`src/rtl/eth_mdio_pkg.sv`:
```
// eth_mdio_pkg: shared MDIO opcodes, PHY register constants and controller states
package eth_mdio_pkg;
  localparam logic [1:0] OP_WR = 2'b01;
  localparam logic [1:0] OP_RD = 2'b10;
  localparam logic [4:0] REG_BMCR = 5'd0;
  localparam logic [4:0] REG_BMSR = 5'd1;
  localparam logic [15:0] BMCR_RESET = 16'h8000;
  localparam logic [15:0] BMCR_AN_RESTART = 16'h1200;
  typedef enum logic [2:0] {
    S_PWRUP, S_BMCR_RST, S_RST_POLL, S_AN_START, S_IDLE, S_POLL_BMSR, S_POLL_PHYSR, S_HOST
  } state_t;
endpackage

```
`src/rtl/mdio_frame_engine.sv`:
```
// mdio_frame_engine: serialises one 64-bit MDIO clause-22 frame and captures read data
module mdio_frame_engine
  import eth_mdio_pkg::*;
#(
  parameter int CLK_DIV = 25,
  parameter logic [4:0] PHY_ADDR = 5'd1
) (
  input  logic        clock,
  input  logic        reset,
  input  logic        start,
  input  logic        write,
  input  logic [4:0]  reg_addr,
  input  logic [15:0] wdata,
  output logic        busy,
  output logic        done,
  output logic [15:0] rdata,
  output logic        mdc,
  output logic        mdio_o,
  output logic        mdio_t,
  input  logic        mdio_i
);
  localparam int DW = $clog2(CLK_DIV + 1);
  localparam logic [DW-1:0] DIV_MAX = DW'(CLK_DIV - 1);
  logic [DW-1:0] div;
  logic [5:0] bit_idx, nxt;
  logic [62:0] sh;
  logic [63:0] frame;
  logic wr_q, tick;
  assign frame = {32'hFFFF_FFFF, 2'b01, write ? OP_WR : OP_RD, PHY_ADDR, reg_addr,
                  write ? 2'b10 : 2'b00, write ? wdata : 16'h0000};
  assign tick = div == DIV_MAX;
  assign nxt = bit_idx + 6'd1;
  // rising MDC edges shift mdio_i in; after the last one rdata holds the 16 data bits
  always_ff @(posedge clock or posedge reset)
    if (reset) begin
      busy <= 1'b0;
      done <= 1'b0;
      mdc <= 1'b0;
      mdio_o <= 1'b0;
      mdio_t <= 1'b1;
      div <= '0;
      bit_idx <= '0;
      sh <= '0;
      wr_q <= 1'b0;
      rdata <= '0;
    end else begin
      done <= 1'b0;
      if (!busy) begin
        if (start) begin
          busy <= 1'b1;
          wr_q <= write;
          sh <= frame[62:0];
          mdio_o <= frame[63];
          mdio_t <= 1'b0;
          div <= '0;
          bit_idx <= '0;
        end
      end else if (!tick) div <= div + 1'b1;
      else begin
        div <= '0;
        mdc <= !mdc;
        if (!mdc) rdata <= {rdata[14:0], mdio_i};
        else if (bit_idx == 6'd63) begin
          busy <= 1'b0;
          done <= 1'b1;
          mdio_o <= 1'b0;
          mdio_t <= 1'b1;
        end else begin
          bit_idx <= nxt;
          sh <= {sh[61:0], 1'b0};
          mdio_o <= sh[62];
          mdio_t <= !wr_q && nxt >= 6'd46;
        end
      end
    end
endmodule

```
`src/rtl/ethernet_mdio_ctrl.sv`:
```
// ethernet_mdio_ctrl: PHY init, periodic link polling and host register access over MDIO
module ethernet_mdio_ctrl
  import eth_mdio_pkg::*;
#(
  parameter int CLK_DIV = 25,
  parameter logic [4:0] PHY_ADDR = 5'd1,
  parameter int POWERUP_CYCLES = 1_250_000,
  parameter int POLL_CYCLES = 12_500_000,
  parameter int RST_POLL_MAX = 16,
  parameter logic [4:0] SPEED_REG = 5'd17
) (
  input  logic        clock,
  input  logic        reset,
  input  logic        cmd_valid,
  output logic        cmd_ready,
  input  logic        cmd_write,
  input  logic [4:0]  cmd_reg,
  input  logic [15:0] cmd_wdata,
  output logic        rsp_valid,
  output logic [15:0] rsp_rdata,
  output logic        init_done,
  output logic        init_error,
  output logic        link_up,
  output logic [1:0]  link_speed,
  output logic        mdc,
  input  logic        mdio_i,
  output logic        mdio_o,
  output logic        mdio_t
);
  localparam int PW = $clog2(POWERUP_CYCLES);
  localparam int TW = $clog2(POLL_CYCLES);
  localparam int RW = $clog2(RST_POLL_MAX);
  state_t state, state_nx;
  logic issued, start, eng_busy, eng_done, eng_write;
  logic [4:0] eng_reg, h_reg;
  logic [15:0] eng_wdata, eng_rdata, h_wdata;
  logic [PW-1:0] pwr_cnt;
  logic [TW-1:0] poll_cnt;
  logic [RW-1:0] rst_cnt;
  logic poll_pending, bmsr_link, h_write, accept, poll_go, pwr_end, poll_exp, rst_exhausted, lk, give_up;
  assign start = !(state inside {S_PWRUP, S_IDLE}) && !issued && !eng_busy;
  assign cmd_ready = state == S_IDLE && init_done;
  assign accept = cmd_valid && cmd_ready;
  assign poll_go = cmd_ready && poll_pending && !cmd_valid;
  assign pwr_end = pwr_cnt == PW'(POWERUP_CYCLES - 1);
  assign poll_exp = init_done && poll_cnt == TW'(POLL_CYCLES - 1);
  assign rst_exhausted = rst_cnt == RW'(RST_POLL_MAX - 1);
  assign give_up = state == S_RST_POLL && eng_done && eng_rdata[15] && rst_exhausted;
  assign lk = eng_rdata[10] & bmsr_link;
  mdio_frame_engine #(.CLK_DIV(CLK_DIV), .PHY_ADDR(PHY_ADDR)) u_engine (
    .clock(clock), .reset(reset), .start(start), .write(eng_write), .reg_addr(eng_reg),
    .wdata(eng_wdata), .busy(eng_busy), .done(eng_done), .rdata(eng_rdata),
    .mdc(mdc), .mdio_o(mdio_o), .mdio_t(mdio_t), .mdio_i(mdio_i)
  );
  always_ff @(posedge clock or posedge reset)
    if (reset) state <= S_PWRUP;
    else state <= state_nx;
  always_comb begin
    state_nx = state;
    eng_write = 1'b0;
    eng_reg = h_reg;
    eng_wdata = h_wdata;
    case (state)
      S_PWRUP: state_nx = pwr_end ? S_BMCR_RST : S_PWRUP;
      S_BMCR_RST: begin
        eng_write = 1'b1;
        eng_reg = REG_BMCR;
        eng_wdata = BMCR_RESET;
        state_nx = eng_done ? S_RST_POLL : state;
      end
      S_RST_POLL: begin
        eng_reg = REG_BMCR;
        state_nx = !eng_done ? state : !eng_rdata[15] ? S_AN_START : rst_exhausted ? S_IDLE : state;
      end
      S_AN_START: begin
        eng_write = 1'b1;
        eng_reg = REG_BMCR;
        eng_wdata = BMCR_AN_RESTART;
        state_nx = eng_done ? S_IDLE : state;
      end
      S_IDLE: state_nx = accept ? S_HOST : poll_go ? S_POLL_BMSR : S_IDLE;
      S_POLL_BMSR: begin
        eng_reg = REG_BMSR;
        state_nx = eng_done ? S_POLL_PHYSR : state;
      end
      S_POLL_PHYSR: begin
        eng_reg = SPEED_REG;
        state_nx = eng_done ? S_IDLE : state;
      end
      S_HOST: begin
        eng_write = h_write;
        state_nx = eng_done ? S_IDLE : state;
      end
      default: state_nx = S_PWRUP;
    endcase
  end
  // the poll timer reloads at terminal count; a pending poll waits for an idle slot
  always_ff @(posedge clock or posedge reset)
    if (reset) begin
      issued <= 1'b0;
      pwr_cnt <= '0;
      poll_cnt <= '0;
      rst_cnt <= '0;
      poll_pending <= 1'b0;
      bmsr_link <= 1'b0;
      h_write <= 1'b0;
      h_reg <= '0;
      h_wdata <= '0;
      init_done <= 1'b0;
      init_error <= 1'b0;
      link_up <= 1'b0;
      link_speed <= 2'b00;
      rsp_valid <= 1'b0;
      rsp_rdata <= '0;
    end else begin
      issued <= start ? 1'b1 : eng_done ? 1'b0 : issued;
      pwr_cnt <= state == S_PWRUP && !pwr_end ? pwr_cnt + 1'b1 : pwr_cnt;
      rst_cnt <= state == S_RST_POLL && eng_done && !rst_exhausted ? rst_cnt + 1'b1 : rst_cnt;
      init_done <= init_done || give_up || (state == S_AN_START && eng_done);
      init_error <= init_error || give_up;
      poll_cnt <= !init_done ? poll_cnt : poll_exp ? '0 : poll_cnt + 1'b1;
      poll_pending <= poll_exp || (poll_pending && !poll_go);
      if (accept) {h_write, h_reg, h_wdata} <= {cmd_write, cmd_reg, cmd_wdata};
      if (state == S_POLL_BMSR && eng_done) bmsr_link <= eng_rdata[5];
      if (state == S_POLL_PHYSR && eng_done) begin
        link_up <= lk;
        link_speed <= lk ? eng_rdata[15:14] : 2'b00;
      end
      rsp_valid <= state == S_HOST && eng_done;
      if (state == S_HOST && eng_done) rsp_rdata <= h_write ? 16'h0000 : eng_rdata;
    end
endmodule
```
`config.mk`:
```
export PLATFORM = sky130hd
export DESIGN_NAME = ethernet_mdio_ctrl
export DESIGN_NICKNAME = d
export VERILOG_FILES = /design/src/rtl/eth_mdio_pkg.sv /design/src/rtl/mdio_frame_engine.sv /design/src/rtl/ethernet_mdio_ctrl.sv
export SDC_FILE = /design/constraint.sdc
export NUM_CORES = 1
export LEC_CHECK = 0
export BUFFER_PORTS_ARGS = -buffer_cell sky130_fd_sc_hd__buf_2
export CAP_MARGIN = 20
export CORE_MARGIN = 3
export CORE_UTILIZATION = 50
export CTS_CLUSTER_DIAMETER = 120
export DETAILED_ROUTE_END_ITERATION = 8
export PLACE_DENSITY = 0.68
export SLEW_MARGIN = 40
export SYNTH_ARGS = -nofsm -noshare
export SYNTH_HDL_FRONTEND = slang
export SYNTH_SLANG_ARGS = --single-unit
```
`constraint.sdc`:
```
create_clock -name clock -period 11.79 [get_ports clock]
set_clock_uncertainty 0.2 [all_clocks]
set_input_delay 1.179 -clock clock [delete_from_list [all_inputs] [get_ports clock]]
set_output_delay 1.179 -clock clock [all_outputs]
set_load 0.005 [all_outputs]
```
==> results of run 1 <==
[per-stage QoR]
| stage | power [mW] | setup slack, ns | util (%) | hold slack, ns |
|---|---|---|---|---|
| 2_1_floorplan | 0.692 | 5.10 | - | 0.238 |
| 3_3_place_gp | 0.700 | 8.73 | 54.1 | 0.253 |
| 3_5_place_dp | 0.700 | 8.99 | 54.3 | 0.261 |
| 4_1_cts | 1.24 | 8.73 | 57.7 | 0.276 |
| 5_1_grt | 1.27 | 8.58 | 57.8 | 0.295 |
| 6_report | 1.23 | 8.71 | 57.8 | 0.267 |
[cells by family after synthesis]
| kind of cell | count (synthesis) |
|---|---|
| buf+inv | 61 |
| compound gates | 141 |
| mux | 46 |
| flops | 195 |
| simple gates | 216 |
| fa+ha+maj | 7 |
| xor+xnor | 42 |
[cells in the final DEF (no fill, tap or decap), types with 25 or more instances in the layout]
master and instances:
buf_2 51, dfrtp_1 194, inv_1 26, mux2_2 42
nand2_1 59, nand2b_1 25, nand3_1 25, nor2_1 31
o21ai_0 46, o22a_1 33, xnor2_1 25
[power groups by stage]
stage               Sequential [mW]  Combinational [mW]  Clock (mW)
global route                  0.669              0.0210       0.583
floorplan                     0.682              0.0100           0
finish                        0.669              0.0176       0.541
global placement              0.682              0.0178           0
detailed placement            0.682              0.0186           0
CTS                           0.669              0.0187       0.553
[per-layer routing]
metal,GRT usage [%],up-vias,routed length [um]
li1,-,2621,-
met1,25.2,2778,7220
met2,28.2,105,7370
met3,4.47,14,517
met4,5.32,0,170
met5,0,-,0
[final timing paths]
kind	start	to	slack, ns	cells past startpoint
worst max-delay path	state[1]	cmd_ready	8.71	3
worst max register to register	state[1]	u_engine.sh[2]	9.07	6
max in group asynchronous	reset	u_engine.sh[31]	9.67	3
worst min-delay path	pwr_cnt[20]	pwr_cnt[20]	0.27	1
worst min register to register	pwr_cnt[20]	pwr_cnt[20]	0.27	1
min in group asynchronous	reset	u_engine.sh[45]	0.60	2
[layout make-up]
type | instances | area [sq um] | share of cell area [%]
clock buffers | 19 | 443 | 4.78
well taps | 216 | 270 | 2.91
clock inverters | 12 | 111 | 1.20
inverters | 27 | 114 | 1.23
flip-flops and latches | 195 | 4880 | 52.6
repair buffers | 59 | 323 | 3.48
multi-input cells | 452 | 3130 | 33.8
[critical path: stages (launching register included)]
cell and delay (ns):
dfrtp_1 0.56, nor2_1 0.27, and3_1 0.29, buf_2 0.15
==> run summary, run 1 <==
number of remaining DRC errors -> 0
Max clock buf depth -> 2
Synth Area per Inst -> 11.7 sq um
first-pass GRT wire length -> 26400 um
Final Non-Filler Cells -> 980
postcts setup bufs -> 0
minimum clock period -> 3.08 ns
CTS sink count -> 195
die area -> 18100 sq um
clk_lat worst skew -> 0.43 ns
status -> complete, no violations
starting density of the core -> 51.5%
Switching Share -> 21.1%
Slew HR -> 48.0%
fmax -> 325 MHz
clk slew on worst S/H paths -> 0.07 ns
cts bufs inserted -> 17
final setup fails -> 0
Mapped Cells -> 708
TritonRoute pass-1 iters -> 7
register bit total from synthesis -> 195
CP required -> 10.41 ns
GP Congestion -> 0.772
type of origin of the critical path -> register
Psw -> 0.259 mW
PostCTS Resize Cnt -> 0
Final period util -> 26.1%
post-DP HPWL -> 10300 um
synth top area cells -> dfrtp_1 (59%), mux2_2 (5.7%), o22a_1 (3.5%)
max reg flops -> 63
Synth Area in XOR/XNOR -> 4.45%
vias in the first global route -> 5402
Synth Flop Type -> dfrtp_1
Vias -> 5518
Finished Cell Area -> 9270 sq um
count of buffers from port buffering -> 51
Synth Area in Simple Gates -> 13.8%
Die Ht -> 135 um
post-synthesis compound-gate area fraction -> 12.2%
DRT Wirelength -> 15300 um
Slew Limit Fails -> 0
power share of the combinational group -> 1.4%
Seq/Total Area, Yosys -> 59.0%
MaxCap Viol Count -> 0
Leak -> 4.32 nW
Post-Syn Area -> 8270 sq um
initial drt markers -> 443
sequential power share -> 54.5%
Slew @ Worst Pin -> 0.773 ns
vias per cell -> 5.63
final hold violations -> 0
synthesized-area fraction occupied by adder cells -> 1.06%
CP arrival -> 1.70 ns
hold buffer count at CTS -> 0
Post-Place Cell Area -> 8710 sq um
Synth warnings -> 0
Clk network pwr share -> 44.0%
initial antenna violation count -> 0
placed cell count -> 949
most common cell in the synthesized netlist -> dfrtp_1
Horiz. Die Dim -> 135 um
largest family of logic cells by synthesized area -> simple AND/OR/NAND/NOR gates
RSZ-0062 raised after global routing -> false
Distinct cells, synth -> 56
TritonCTS clock tree -> done
Top reg by flops -> u_engine.sh
CP Capture Type -> output pin
final-stage net count -> 785
layout cells sized above 1 -> 18.6%
number of flops mapped to enable cells by yosys -> 0
I/O pin cnt -> 52
mux share of post-synthesis cell area -> 6.21%
Hold Crit Class -> reg -> reg
Top Registers -> u_engine.sh (63), poll_cnt (24), pwr_cnt (21)
synth cell count leaders -> dfrtp_1 (194), nand2_1 (60), o21ai_0 (46)
area of the core -> 16100 sq um
fillers -> 1300
Final ANT Viol Nets -> 0
GRT Overall Usage -> 18.0%
num rows -> 46
Wirelength per Cell -> 15.6 um
Synth Net Count -> 741
class of the most critical setup path -> reg -> out
Pwr Density -> 132 nW/um^2
worst-path fanout max -> 16
H-tree depth -> 4
gr ovfl total -> 0
Diodes inserted -> 0
Setup TNS -> 0 ns
top cell type's share of synthesized area -> 58.7%
Power Internal -> 0.968 mW
Area Growth Syn to Fin -> 12.2%
maximum vdd drop -> 0.130 mV
ys async rst share -> 100%
cell taking the most area after synthesis -> dfrtp_1
pin count of the biggest net entering global routing -> 122
CTS Root Cell -> clkbuf_16
(Power assumes the default switching activity.)
==> run 2, diff against run 1 <==
--- a/config.mk
+++ b/config.mk
@@ -11,7 +11,7 @@
 export CORE_UTILIZATION = 50
 export CTS_CLUSTER_DIAMETER = 120
 export DETAILED_ROUTE_END_ITERATION = 8
-export PLACE_DENSITY = 0.68
+export PLACE_DENSITY = 0.7
 export SLEW_MARGIN = 40
 export SYNTH_ARGS = -nofsm -noshare
 export SYNTH_HDL_FRONTEND = slang
==> constraint.sdc (replaced) <==
create_clock -name clock -period 2.5 [get_ports clock]
set_clock_uncertainty 0.2 [all_clocks]
set_input_delay 0.25 -clock clock [delete_from_list [all_inputs] [get_ports clock]]
set_output_delay 0.25 -clock clock [all_outputs]
set_load 0.005 [all_outputs]
==> run summary, run 2 (synthesized netlist as in run 1, its figures left out) <==
gr ovfl total -> 0 (unchanged)
max reg flops -> 63 (unchanged)
Power, Total -> 6.20 mW (+400%)
final worst setup slack -> 0.197 ns (-8.51 ns)
initial drt markers -> 417 (-5.9%)
Slew Limit Fails -> 0 (unchanged)
most frequent cells in the layout -> dfrtp_1 (194), nand2_1 (60), buf_2 (51)
Slew @ Worst Pin -> 0.648 ns (-0.125 ns)
CP arrival -> 2.42 ns (+0.72 ns)
Die Ht -> 135 um (unchanged)
fmax -> 434 MHz
type of origin of the critical path -> register
starting density of the core -> 51.5% (unchanged)
Final ANT Viol Nets -> 0 (unchanged)
utilization after layout -> 60.8% (+3.1 points)
final setup fails -> 0 (unchanged)
fillers -> 1259 (-3.2%)
I/O pin cnt -> 52 (unchanged)
RSZ-0062 raised after global routing -> false
final hold violations -> 0 (unchanged)
RR Startpoint -> u_engine.bit_idx[0]
Finished Cell Area -> 9770 sq um (+5.4%)
Post-Place Cell Area -> 8850 sq um (+1.6%)
Area Growth Syn to Fin -> 18.2%
postcts setup bufs -> 0 (unchanged)
maximum vdd drop -> 0.640 mV (+390%)
CP Capture Type -> register
area of the core -> 16100 sq um (unchanged)
clk slew on worst S/H paths -> 0.08 ns (about the same)
Reg area -> 4880 sq um (unchanged)
pin count of the biggest net entering global routing -> 153 (+25%)
most common cell after layout, fill and taps aside -> dfrtp_1
count of buffers from port buffering -> 51 (unchanged)
Horiz. Die Dim -> 135 um (unchanged)
first-pass GRT wire length -> 27400 um (+3.5%)
Vias -> 5668 (+2.7%)
die area -> 18100 sq um (unchanged)
clk_lat worst skew -> 0.44 ns (about the same)
CP Cell Sequence -> ha_1 > nand2_1 > nor2_1 > a22o_1 > buf_12 > mux2_2
CTS sink count -> 195 (unchanged)
initial antenna violation count -> 0 (unchanged)
PostCTS Resize Cnt -> 0 (unchanged)
GRT Overall Usage -> 18.5% (+0.54 points)
Placement Setup Slack -> 0.234 ns (-8.75 ns)
class of the most critical setup path -> reg -> reg
H-tree depth -> 4 (unchanged)
Leak -> 4.56 nW (+5.6%)
multi-input combinational cell area -> 3130 sq um (about the same)
CTS Root Cell -> clkbuf_16
post-DP HPWL -> 10400 um (+0.96%)
Hold Crit Class -> in -> async
slowest CP cell -> dfrtp_1
Wirelength per Cell -> 15.4 um (-1.4%)
Final period util -> 92.1%
vias per cell -> 5.55 (-1.5%)
Top reg by flops -> u_engine.sh
DRT Wirelength -> 15700 um (+2.8%)
GP Congestion -> 0.821 (+6.3%)
cts bufs inserted -> 17 (unchanged)
Pwr Density -> 634 nW/um^2 (+380%)
number of remaining DRC errors -> 0 (unchanged)
layout cells sized above 1 -> 19.7% (+1.1 points)
Top Registers -> u_engine.sh (63), poll_cnt (24), pwr_cnt (21)
CP required -> 2.62 ns (-7.79 ns)
status -> complete, no violations
minimum clock period -> 2.30 ns
TritonRoute pass-1 iters -> 6 (-1)
CP peak stage delay -> 0.46 ns (-0.10 ns)
final-stage net count -> 826 (+5.2%)
Diodes inserted -> 0 (unchanged)
num rows -> 46 (unchanged)
worst-path fanout max -> 37 (+21)
vias in the first global route -> 5678 (+5.1%)
Max clock buf depth -> 2 (unchanged)
TritonCTS clock tree -> done
MaxCap Viol Count -> 0 (unchanged)
CP startpoint -> u_engine.bit_idx[0]
Slew HR -> 56.4% (+8.4 points)
==> run 2: cell count changes in the layout (fill, tap and decap cells not counted), moves of 2 or more <==
cell           before  now
buf_12              0    3
buf_4               6   20
buf_6               2    0
bufinv_16           1    3
clkinv_2            3    0
clkinv_4            5    2
dlygate4sd3_1       0   25
inv_6               0    4
inv_8               0    2
==> run 2: path summary, 6_finish.rpt <==
| kind | to | slack, ns | depth (start not counted) |
|---|---|---|---|
| max | u_engine.sh[18] | 0.20 | 6 |
| min reg2reg | poll_cnt[19] | 0.28 | 1 |
| max reg2reg | u_engine.sh[18] | 0.20 | 6 |
| max in group asynchronous | u_engine.mdio_t | 1.10 | 5 |
| min in group clock | poll_cnt[19] | 0.28 | 1 |
| min | poll_cnt[13] | 0.25 | 4 |
==> run 2: through the flow <==
stage | hold slack [ns] | TNS, ns | instances
after detailed placement | 0.265 | 0 | 964
final | 0.248 | 0 | 1022
after CTS | 0.276 | 0 | 1021
after global routing | 0.271 | 0 | 1022
after global placement | 0.253 | 0 | 964
after floorplan | 0.200 | -90.71 | 708
==> run 2: final cells by class <==
cell class	count	area share (%)
clock inverter	13	1.93
tap	216	2.77
timing repair buffer	100	7.61
sequential	195	50.0
multi-input combinational	452	32.0
clock buffer	19	4.64
inverter	27	1.08
==> run 2: report_power, final <==
part | switching (mW) | total, mW | internal, mW
logic | 0.0709 | 0.120 | 0.0493
clock network | 1.26 | 2.92 | 1.67
registers | 0.000557 | 3.15 | 3.15
total | 1.33 | 6.20 | 4.87
==> run 2: repair_timing <==
item | 4_1_cts | 5_1_grt
endpoints found under the hold margin | 218 | 0
hold buffers | 25 | 0
endpoints found under the setup margin | 0 | 1
==> run 2: critical path, delay by kind of cell, from the launching register on <==
kind	cells	cell delay [ns]
flops	1	0.46
mux	1	0.34
compound gates	1	0.23
buf+inv	1	0.20
simple gates	2	0.39
fa+ha+maj	1	0.35
==> run 2: per-layer routing <==
layer	share of wire, %	GRT usage [%]
met5	0	0
met4	0.93	5.60
met3	3.6	4.43
met2	50	30.5
met1	45	24.7
==> run 3, diff against run 2 <==
--- a/config.mk
+++ b/config.mk
@@ -15,4 +15,5 @@
 export SLEW_MARGIN = 40
 export SYNTH_ARGS = -nofsm -noshare
 export SYNTH_HDL_FRONTEND = slang
+export SYNTH_HIERARCHICAL = 1
 export SYNTH_SLANG_ARGS = --single-unit
==> run summary, run 3 <==
Leak -> 4.81 nW (+5.5%)
Die Ht -> 138 um (+2.8%)
CP peak stage delay -> 0.45 ns (about the same)
CP Capture Type -> register
Pwr Density -> 596 nW/um^2 (-6.0%)
synth cell count leaders -> dfrtp_1 (194), nand2_1 (134), o21ai_0 (70)
top cell type's share of synthesized area -> 55.4% (-3.3 points)
pin count of the biggest net entering global routing -> 100 (-35%)
Synth warnings -> 6 (+6)
CP Cell Sequence -> ha_1 > nand3_1 > o2111a_2 > nor2_4 > mux2_2
TritonCTS clock tree -> done
Wirelength per Cell -> 14.4 um (-6.6%)
RSZ-0062 raised after global routing -> false
clk_lat worst skew -> 0.43 ns (about the same)
area of the core -> 16900 sq um (+5.1%)
postcts setup bufs -> 0 (unchanged)
Slew @ Worst Pin -> 0.660 ns (+0.0122 ns)
most common cell after layout, fill and taps aside -> dfrtp_1
CP delay by family, top -> simple AND/OR/NAND/NOR gates
Seq/Total Area, Yosys -> 55.7% (-3.3 points)
hold depth -> 2
gr ovfl total -> 0 (unchanged)
first-pass GRT wire length -> 27700 um (+1.3%)
Area Growth Syn to Fin -> 15.7%
CTS sink count -> 195 (unchanged)
Reg area -> 4880 sq um (unchanged)
CP required -> 2.61 ns (about the same)
GP Congestion -> 0.790 (-3.8%)
minimum clock period -> 2.24 ns (-0.0578 ns)
Mapped Cells -> 812 (+15%)
count of buffers from port buffering -> 51 (unchanged)
number of flops mapped to enable cells by yosys -> 0 (unchanged)
synth top area cells -> dfrtp_1 (55%), nand2_1 (5.7%), mux2_2 (5.5%)
post-DP HPWL -> 10200 um (-1.8%)
Synth Area in Simple Gates -> 19.8% (+6.0 points)
Hold Crit Class -> reg -> reg
fillers -> 1376 (+9.3%)
Final ANT Viol Nets -> 0 (unchanged)
hold_sp -> u_engine/sh[55]
CP startpoint -> u_engine/bit_idx[0]
status -> complete, no violations
Post-Syn Area -> 8760 sq um (+5.9%)
synthesized-area fraction occupied by adder cells -> 1.00% (-0.059 points)
max reg flops -> 63 (unchanged)
slowest CP cell -> dfrtp_1
Synth Net Count -> 845 (+14%)
Reg2Reg Depth -> 5 (-1)
type of origin of the critical path -> register
number of remaining DRC errors -> 0 (unchanged)
TritonRoute pass-1 iters -> 4 (-2)
ys async rst share -> 100% (unchanged)
DRT Wirelength -> 16000 um (+2.2%)
vias per cell -> 5.39 (-2.8%)
die area -> 19100 sq um (+5.7%)
clk slew on worst S/H paths -> 0.06 ns (-0.02 ns)
post-synthesis compound-gate area fraction -> 9.65% (-2.6 points)
initial drt markers -> 314 (-25%)
Diodes inserted -> 0 (unchanged)
final hold violations -> 0 (unchanged)
utilization after layout -> 60.0% (-0.83 points)
Final period util -> 89.8% (-2.3 points)
Synth Area in XOR/XNOR -> 4.50% (+0.051 points)
fmax -> 445 MHz (+2.6%)
Setup TNS -> 0 ns (unchanged)
Slew Limit Fails -> 0 (unchanged)
Vias -> 6026 (+6.3%)
class of the most critical setup path -> reg -> reg
initial antenna violation count -> 0 (unchanged)
register bit total from synthesis -> 195 (unchanged)
maximum vdd drop -> 0.516 mV (-19%)
mux share of post-synthesis cell area -> 6.10% (-0.10 points)
CP arrival -> 2.36 ns (-0.06 ns)
GRT Overall Usage -> 17.2% (-1.3 points)
worst-path fanout max -> 22 (-41%)
Synth Area per Inst -> 10.8 sq um (-7.6%)
Buffers & Inverters on Critical Path -> 0 (-1)
Top reg by flops -> u_engine/sh
final setup fails -> 0 (unchanged)
Synth Flop Type -> dfrtp_1
I/O pin cnt -> 52 (unchanged)
Slew HR -> 55.9% (-0.54 points)
H-tree depth -> 4 (unchanged)
starting density of the core -> 51.9% (+0.40 points)
layout cells sized above 1 -> 18.2% (-1.6 points)
vias in the first global route -> 5640 (-0.67%)
final-stage net count -> 918 (+11%)
RR Startpoint -> u_engine/bit_idx[0]
cell taking the most area after synthesis -> dfrtp_1
cts bufs inserted -> 17 (unchanged)
Max clock buf depth -> 2 (unchanged)
most common cell in the synthesized netlist -> dfrtp_1
Power, Total -> 6.04 mW (-2.6%)
largest family of logic cells by synthesized area -> simple AND/OR/NAND/NOR gates
most frequent cells in the layout -> dfrtp_1 (194), nand2_1 (134), o21ai_0 (70)
Distinct cells, synth -> 65 (+16%)
Horiz. Die Dim -> 138 um (+2.8%)
Critical Path Stages -> 5 (-1)
num rows -> 47 (+2.2%)
MaxCap Viol Count -> 0 (unchanged)
Top Registers -> u_engine/sh (63), poll_cnt (24), pwr_cnt (21)
multi-input combinational cell area -> 3600 sq um (+15%)
CTS Root Cell -> clkbuf_16
==> run 3: metal layers <==
metal  vias up  part of all wire [%]  GRT usage, %
met5         -                     0             0
met4         0                   1.4          5.46
met3        17                   3.2          3.42
met2        94                    44          24.8
met1      2938                    52          26.5
li1       2977                     -             -
==> run 3: final timing paths <==
check,end,slack [ns]
min reg2reg,u_engine/sh[56],0.26
min,u_engine/sh[56],0.26
max,u_engine/sh[29],0.26
max in group asynchronous,u_engine/sh[47],1.21
min in group asynchronous,u_engine/rdata[4],0.29
max reg2reg,u_engine/sh[29],0.26
==> run 3: cell families after synthesis <==
kind of cell / count (synthesis)
buffers and inverters: 56
adders and majority gates: 7
muxes: 48
AOI/OAI and AO/OA: 128
xor gates and xnor gates: 45
DFF: 195
and+or+nand+nor: 333
==> run 3: layout make-up <==
type	count	share of cell area [%]
Clock inverter	10	1.21
Clock buffer	22	4.78
Sequential cell	195	48.2
Multi-Input combinational cell	561	35.5
Timing Repair Buffer	93	6.87
Tap cell	220	2.72
Inverter	17	0.704
==> run 3: worst register-to-register path: stages (launching register included) <==
cell,delay [ns]
dfrtp_1,0.45
ha_1,0.21
nand3_1,0.12
o2111a_2,0.34
nor2_4,0.42
mux2_2,0.39
==> run 3: metrics by stage <==
stage                     std cells  hold slack, ns  area (sq um)  setup slack, ns
after floorplan                 812           0.200          8760            0.314
after global placement         1061           0.198          9270            0.298
after detailed placement       1061           0.205          9270            0.271
after CTS                      1118           0.265         10100            0.252
after global routing           1118           0.280         10100            0.146
final                          1118           0.259         10100            0.255
==> run 3: repair_timing <==
item,4_1_cts,5_1_grt
gates resized for setup,0,0
hold buffers,25,0
endpoints found under the hold margin,148,0
==> run 3: power breakdown <==
| part | switching (mW) | total (mW) | internal, mW | leakage [nW] |
|---|---|---|---|---|
| Clock | 1.16 | 2.75 | 1.59 | 0.295 |
| Sequential | 0.000672 | 3.16 | 3.15 | 2.50 |
| Combinational | 0.0754 | 0.126 | 0.0504 | 2.01 |
